$ cat src/rtl/fp_add_sequencer.sv
// fp_add_sequencer: initiator-side controller for a multi-cycle floating-point
// adder. It loads one operand pair, pulses the adder reset, then waits for
// done (or a timeout) and presents the captured sum on a valid/ready stream.
// Only one operation is in flight at a time.
module fp_add_sequencer #(
  parameter int TIMEOUT_CYCLES = 64,
  parameter int START_PULSE    = 2
) (
  input  logic        clk,
  input  logic        rst,
  input  logic        in_valid,
  output logic        in_ready,
  input  logic [31:0] in_a,
  input  logic [31:0] in_b,
  output logic        fpa_rst,
  output logic [31:0] fpa_a,
  output logic [31:0] fpa_b,
  input  logic        fpa_done,
  input  logic [31:0] fpa_out,
  output logic        out_valid,
  input  logic        out_ready,
  output logic [31:0] out_result,
  output logic        out_timeout,
  output logic        busy
);

  // Counter widths: the pulse counter counts down from START_PULSE-1, the
  // wait counter counts up to TIMEOUT_CYCLES-1.
  localparam int PW = (START_PULSE > 1) ? $clog2(START_PULSE) : 1;
  localparam int TW = $clog2(TIMEOUT_CYCLES);

  localparam logic [PW-1:0] PULSE_LOAD = PW'(START_PULSE - 1);
  localparam logic [TW-1:0] WAIT_LAST  = TW'(TIMEOUT_CYCLES - 1);
  localparam logic [31:0]   QNAN       = 32'h7FC0_0000;

  typedef enum logic [1:0] {
    S_IDLE  = 2'd0,
    S_START = 2'd1,
    S_WAIT  = 2'd2,
    S_HOLD  = 2'd3
  } state_t;

  state_t          state_reg;
  logic [PW-1:0]   pulse_cnt_reg;
  logic [TW-1:0]   wait_cnt_reg;
  logic            fpa_rst_reg;
  logic [31:0]     fpa_a_reg;
  logic [31:0]     fpa_b_reg;
  logic [31:0]     result_reg;
  logic            timeout_reg;

  // Sequencer FSM with registered adder controls and result capture
  always_ff @(posedge clk) begin
    if (!rst) begin
      state_reg     <= S_IDLE;
      pulse_cnt_reg <= '0;
      wait_cnt_reg  <= '0;
      fpa_rst_reg   <= 1'b1;
      fpa_a_reg     <= '0;
      fpa_b_reg     <= '0;
      result_reg    <= '0;
      timeout_reg   <= 1'b0;
    end else begin
      case (state_reg)
        S_IDLE: begin
          fpa_rst_reg <= 1'b1;
          if (in_valid) begin
            fpa_a_reg     <= in_a;
            fpa_b_reg     <= in_b;
            pulse_cnt_reg <= PULSE_LOAD;
            state_reg     <= S_START;
          end
        end
        S_START: begin
          // done is deliberately ignored here: it may be stale from the
          // previous operation until the adder sees its reset.
          if (pulse_cnt_reg == '0) begin
            wait_cnt_reg <= '0;
            fpa_rst_reg  <= 1'b0;
            state_reg    <= S_WAIT;
          end else begin
            pulse_cnt_reg <= pulse_cnt_reg - 1'b1;
          end
        end
        S_WAIT: begin
          wait_cnt_reg <= wait_cnt_reg + 1'b1;
          // done is checked first so it wins over a coincident timeout
          if (fpa_done) begin
            result_reg  <= fpa_out;
            timeout_reg <= 1'b0;
            fpa_rst_reg <= 1'b1;
            state_reg   <= S_HOLD;
          end else if (wait_cnt_reg == WAIT_LAST) begin
            result_reg  <= QNAN;
            timeout_reg <= 1'b1;
            fpa_rst_reg <= 1'b1;
            state_reg   <= S_HOLD;
          end
        end
        S_HOLD: begin
          fpa_rst_reg <= 1'b1;
          if (out_ready) begin
            state_reg <= S_IDLE;
          end
        end
        default: begin
          fpa_rst_reg <= 1'b1;
          state_reg   <= S_IDLE;
        end
      endcase
    end
  end

  assign in_ready    = (state_reg == S_IDLE);
  assign out_valid   = (state_reg == S_HOLD);
  assign busy        = (state_reg != S_IDLE);
  assign fpa_rst     = fpa_rst_reg;
  assign fpa_a       = fpa_a_reg;
  assign fpa_b       = fpa_b_reg;
  assign out_result  = result_reg;
  assign out_timeout = timeout_reg;

endmodule

$ cat config.mk
export PLATFORM = sky130hd
export DESIGN_NAME = fp_add_sequencer
export DESIGN_NICKNAME = d
export VERILOG_FILES = /design/src/rtl/fp_add_sequencer.sv
export SDC_FILE = /design/constraint.sdc
export NUM_CORES = 1
export LEC_CHECK = 0
export ABC_AREA = 1
export BUFFER_PORTS_ARGS = -buffer_cell sky130_fd_sc_hd__clkbuf_2
export CORE_UTILIZATION = 49
export DETAILED_ROUTE_END_ITERATION = 7
export PLACE_DENSITY = 0.87
export SYNTH_ARGS = -nofsm -noshare
export SYNTH_HDL_FRONTEND = slang
export SYNTH_SLANG_ARGS = --single-unit
$ cat constraint.sdc
create_clock -name clk -period 2.5 [get_ports clk]
set_input_delay 0.25 -clock clk [delete_from_list [all_inputs] [get_ports clk]]
set_output_delay 0.25 -clock clk [all_outputs]
set_load 0.005 [all_outputs]
==> flow_summary.yaml <==
cts:
  htree_levels: 3
  cts_buffers: 9
  cts_buffer_depth: 2
  ctsHoldBuffers: 0
  clk_pin_slew_ns: 0.10
  postCtsSetupBuffers: 0
  worstSkewPairLatency_ns: 0.34
  cts.sinks: 107
  cts_tree: "built"
  cts_resized: 0
  root_buffer: "clkbuf_8"
detailed_routing:
  vias: 3904
  first_pass_iters: 4
  detail_route.drc_violations: 0
  vias_per_cell: 4.90
  wl_per_cell_um: 12.4
  drt_iter0_markers: 154
  ant_nets: 0
  drt_wl_total_um: 9880
layout:
  finalInstanceArea_sq_um: 5150
  area_growth_pct: 29.9
  drive_gt1_frac: 0.339
  fin_nets: 796
  n_antenna_cell: 0
  final_cell_count_no_fill: 796
  post-route-util: 0.664
  n_fill_cell: 678
sta:
  rsz0062_at_grt: "false"
  fin_skew_ns: 0.0105
  hold_slack_ns: 0.131
  finalMaxSlewViolations: 0
  hold_viol: 0
  max_freq_ghz: 0.555
  finalSetupViolCount: 0
  min_period_ns: 1.80
  post-route-period-util: 0.721
  slew_headroom: 0.501
  timing.setup.tns_ns: 0
  tightest_slew_ns: 0.748
power_and_ir_drop:
  ir_worst_vdd_v: 0.000406
  p_leak_nw: 2.48
  p_per_area_nw_per_um2: 950
worst_setup_path:
  worst_setup_path_end_kind: "register"
  start_kind: "register"
  arrival_ns: 2.07
  crit_required_ns: 2.77
  path_class: "reg -> reg"
  worstPathMaxFanout: 24
  r2r_cells: 6
status:
  status: "finished clean"
synthesis:
  yosysSeqAreaShare: 0.540
  synth.net_count: 611
  synthCells: 504
  synth_seq_cells: 107
  syn_area_per_cell_sq_um: 7.87
  syn-cell-area_sq_um: 3970
  yosys_warnings: 0
  ys_types: 26
die:
  fp.dieH_um: 92.0
  ios: 202
  start_util: 0.511
  dieArea_sq_um: 8460
  row_count: 32
  core_area_sq_um: 7770
  fp.dieW_um: 92.0
place:
  place_hpwl_um: 7150
  portBuffers: 201
  place.gp.congestion: 0.833
  dp.cells: 780
  placed_cell_area_sq_um: 4970
global_routing:
  grt_pass1_wl_um: 15700
  grt_usage: 0.231
  grt_pass1_vias: 3729
  grt_max_degree: 65
  overflow: 0
  antenna_found_initial: 0
flow_run:
  maxCapViolCount: 0
worst_hold_path:
  hp-class: "in -> reg"
  holdPathStages: 3
==> cell usage in the layout (no fill, tap or decap), types with 2 or more instances in the layout <==
master,instances
a21oi_1,31
a21oi_2,8
buf_4,2
clkbuf_1,2
clkbuf_2,201
clkbuf_8,11
clkinvlp_4,3
dfxtp_1,107
ha_1,6
inv_1,26
inv_2,2
nand2_1,61
nand2_2,3
nand3_1,4
nand4_1,3
nor2_1,138
o21ai_0,76
o21ai_1,2
==> per-stage QoR <==
stage          worst slack, ns  power (mW)
2_1_floorplan             1.12        3.35
4_1_cts                  0.671        4.94
3_5_place_dp             0.698        3.98
6_report                 0.697        4.89
5_1_grt                  0.526        5.26
3_3_place_gp             0.873        3.89
==> Yosys cell counts <==
master / number / area, sq um
a21oi_1: 31 / 155
a21oi_2: 8 / 70.1
a21oi_4: 1 / 16.3
buf_2: 9 / 45.0
buf_4: 2 / 15.0
buf_8: 1 / 15.0
clkbuf_1: 15 / 56.3
clkbuf_4: 1 / 7.51
clkbuf_8: 2 / 27.5
dfxtp_1: 107 / 2140
ha_1: 6 / 75.1
inv_1: 27 / 101
inv_2: 1 / 3.75
nand2_1: 62 / 233
nand2_2: 2 / 12.5
nand2_4: 1 / 11.3
nand3_1: 4 / 20.0
nand4_1: 3 / 18.8
nor2_1: 138 / 518
nor3_1: 1 / 5.00
o211ai_1: 1 / 7.51
o21a_1: 1 / 7.51
o21ai_0: 76 / 380
o21ai_1: 2 / 10.0
o21ai_2: 1 / 8.76
or2_2: 1 / 6.26
==> critical path: stages, from the launching register on <==
cell and delay [ns]:
dfxtp_1 0.34, inv_1 0.13, ha_1 0.39, nand2_2 0.22, inv_2 0.34, nand2_1 0.12, a21oi_1 0.18
==> layout make-up <==
class,instances,area (sq um),area share
clock inverters,3,22.5,0.00437
multi-input cells,339,1560,0.302
well taps,102,128,0.0248
clock buffers,13,159,0.0308
flip-flops and latches,107,2140,0.416
repair buffers,204,1040,0.202
inverters,28,105,0.0204
==> cell families (layout without fill, tap and decap cells) <==
| logic type | Yosys count | after routing | synth area share |
|---|---|---|---|
| DFF | 107 | 107 | 0.540 |
| and+or+nand+nor | 212 | 212 | 0.208 |
| buffers and inverters | 58 | 248 | 0.0684 |
| AOI/OAI and AO/OA | 121 | 121 | 0.165 |
| adders and majority gates | 6 | 6 | 0.0189 |
==> where the power goes <==
part	leakage, nW	switching, mW	total (mW)	internal, mW
combinational	1.52	0.982	1.66	0.674
clock	0.0819	0.543	0.962	0.419
sequential	0.879	0.196	2.28	2.08
==> metal layers <==
metal	GRT usage	vias to the layer above	part of all wire
li1	-	1976	-
met1	0.248	1736	0.41
met2	0.427	171	0.49
met3	0.0531	21	0.073
met4	0.103	0	0.024
met5	0	-	0
==> worst paths after layout <==
| check | slack (ns) | start | to |
|---|---|---|---|
| worst min-delay path | 0.13 | fpa_out[6] | out_result[6] |
| worst max-delay path | 0.70 | state_reg[0] | out_result[4] |
| worst min register to register | 0.47 | out_result[2] | out_result[2] |
| worst max register to register | 0.70 | state_reg[0] | out_result[4] |
No activity file was read; power rests on OpenSTA's default activity.
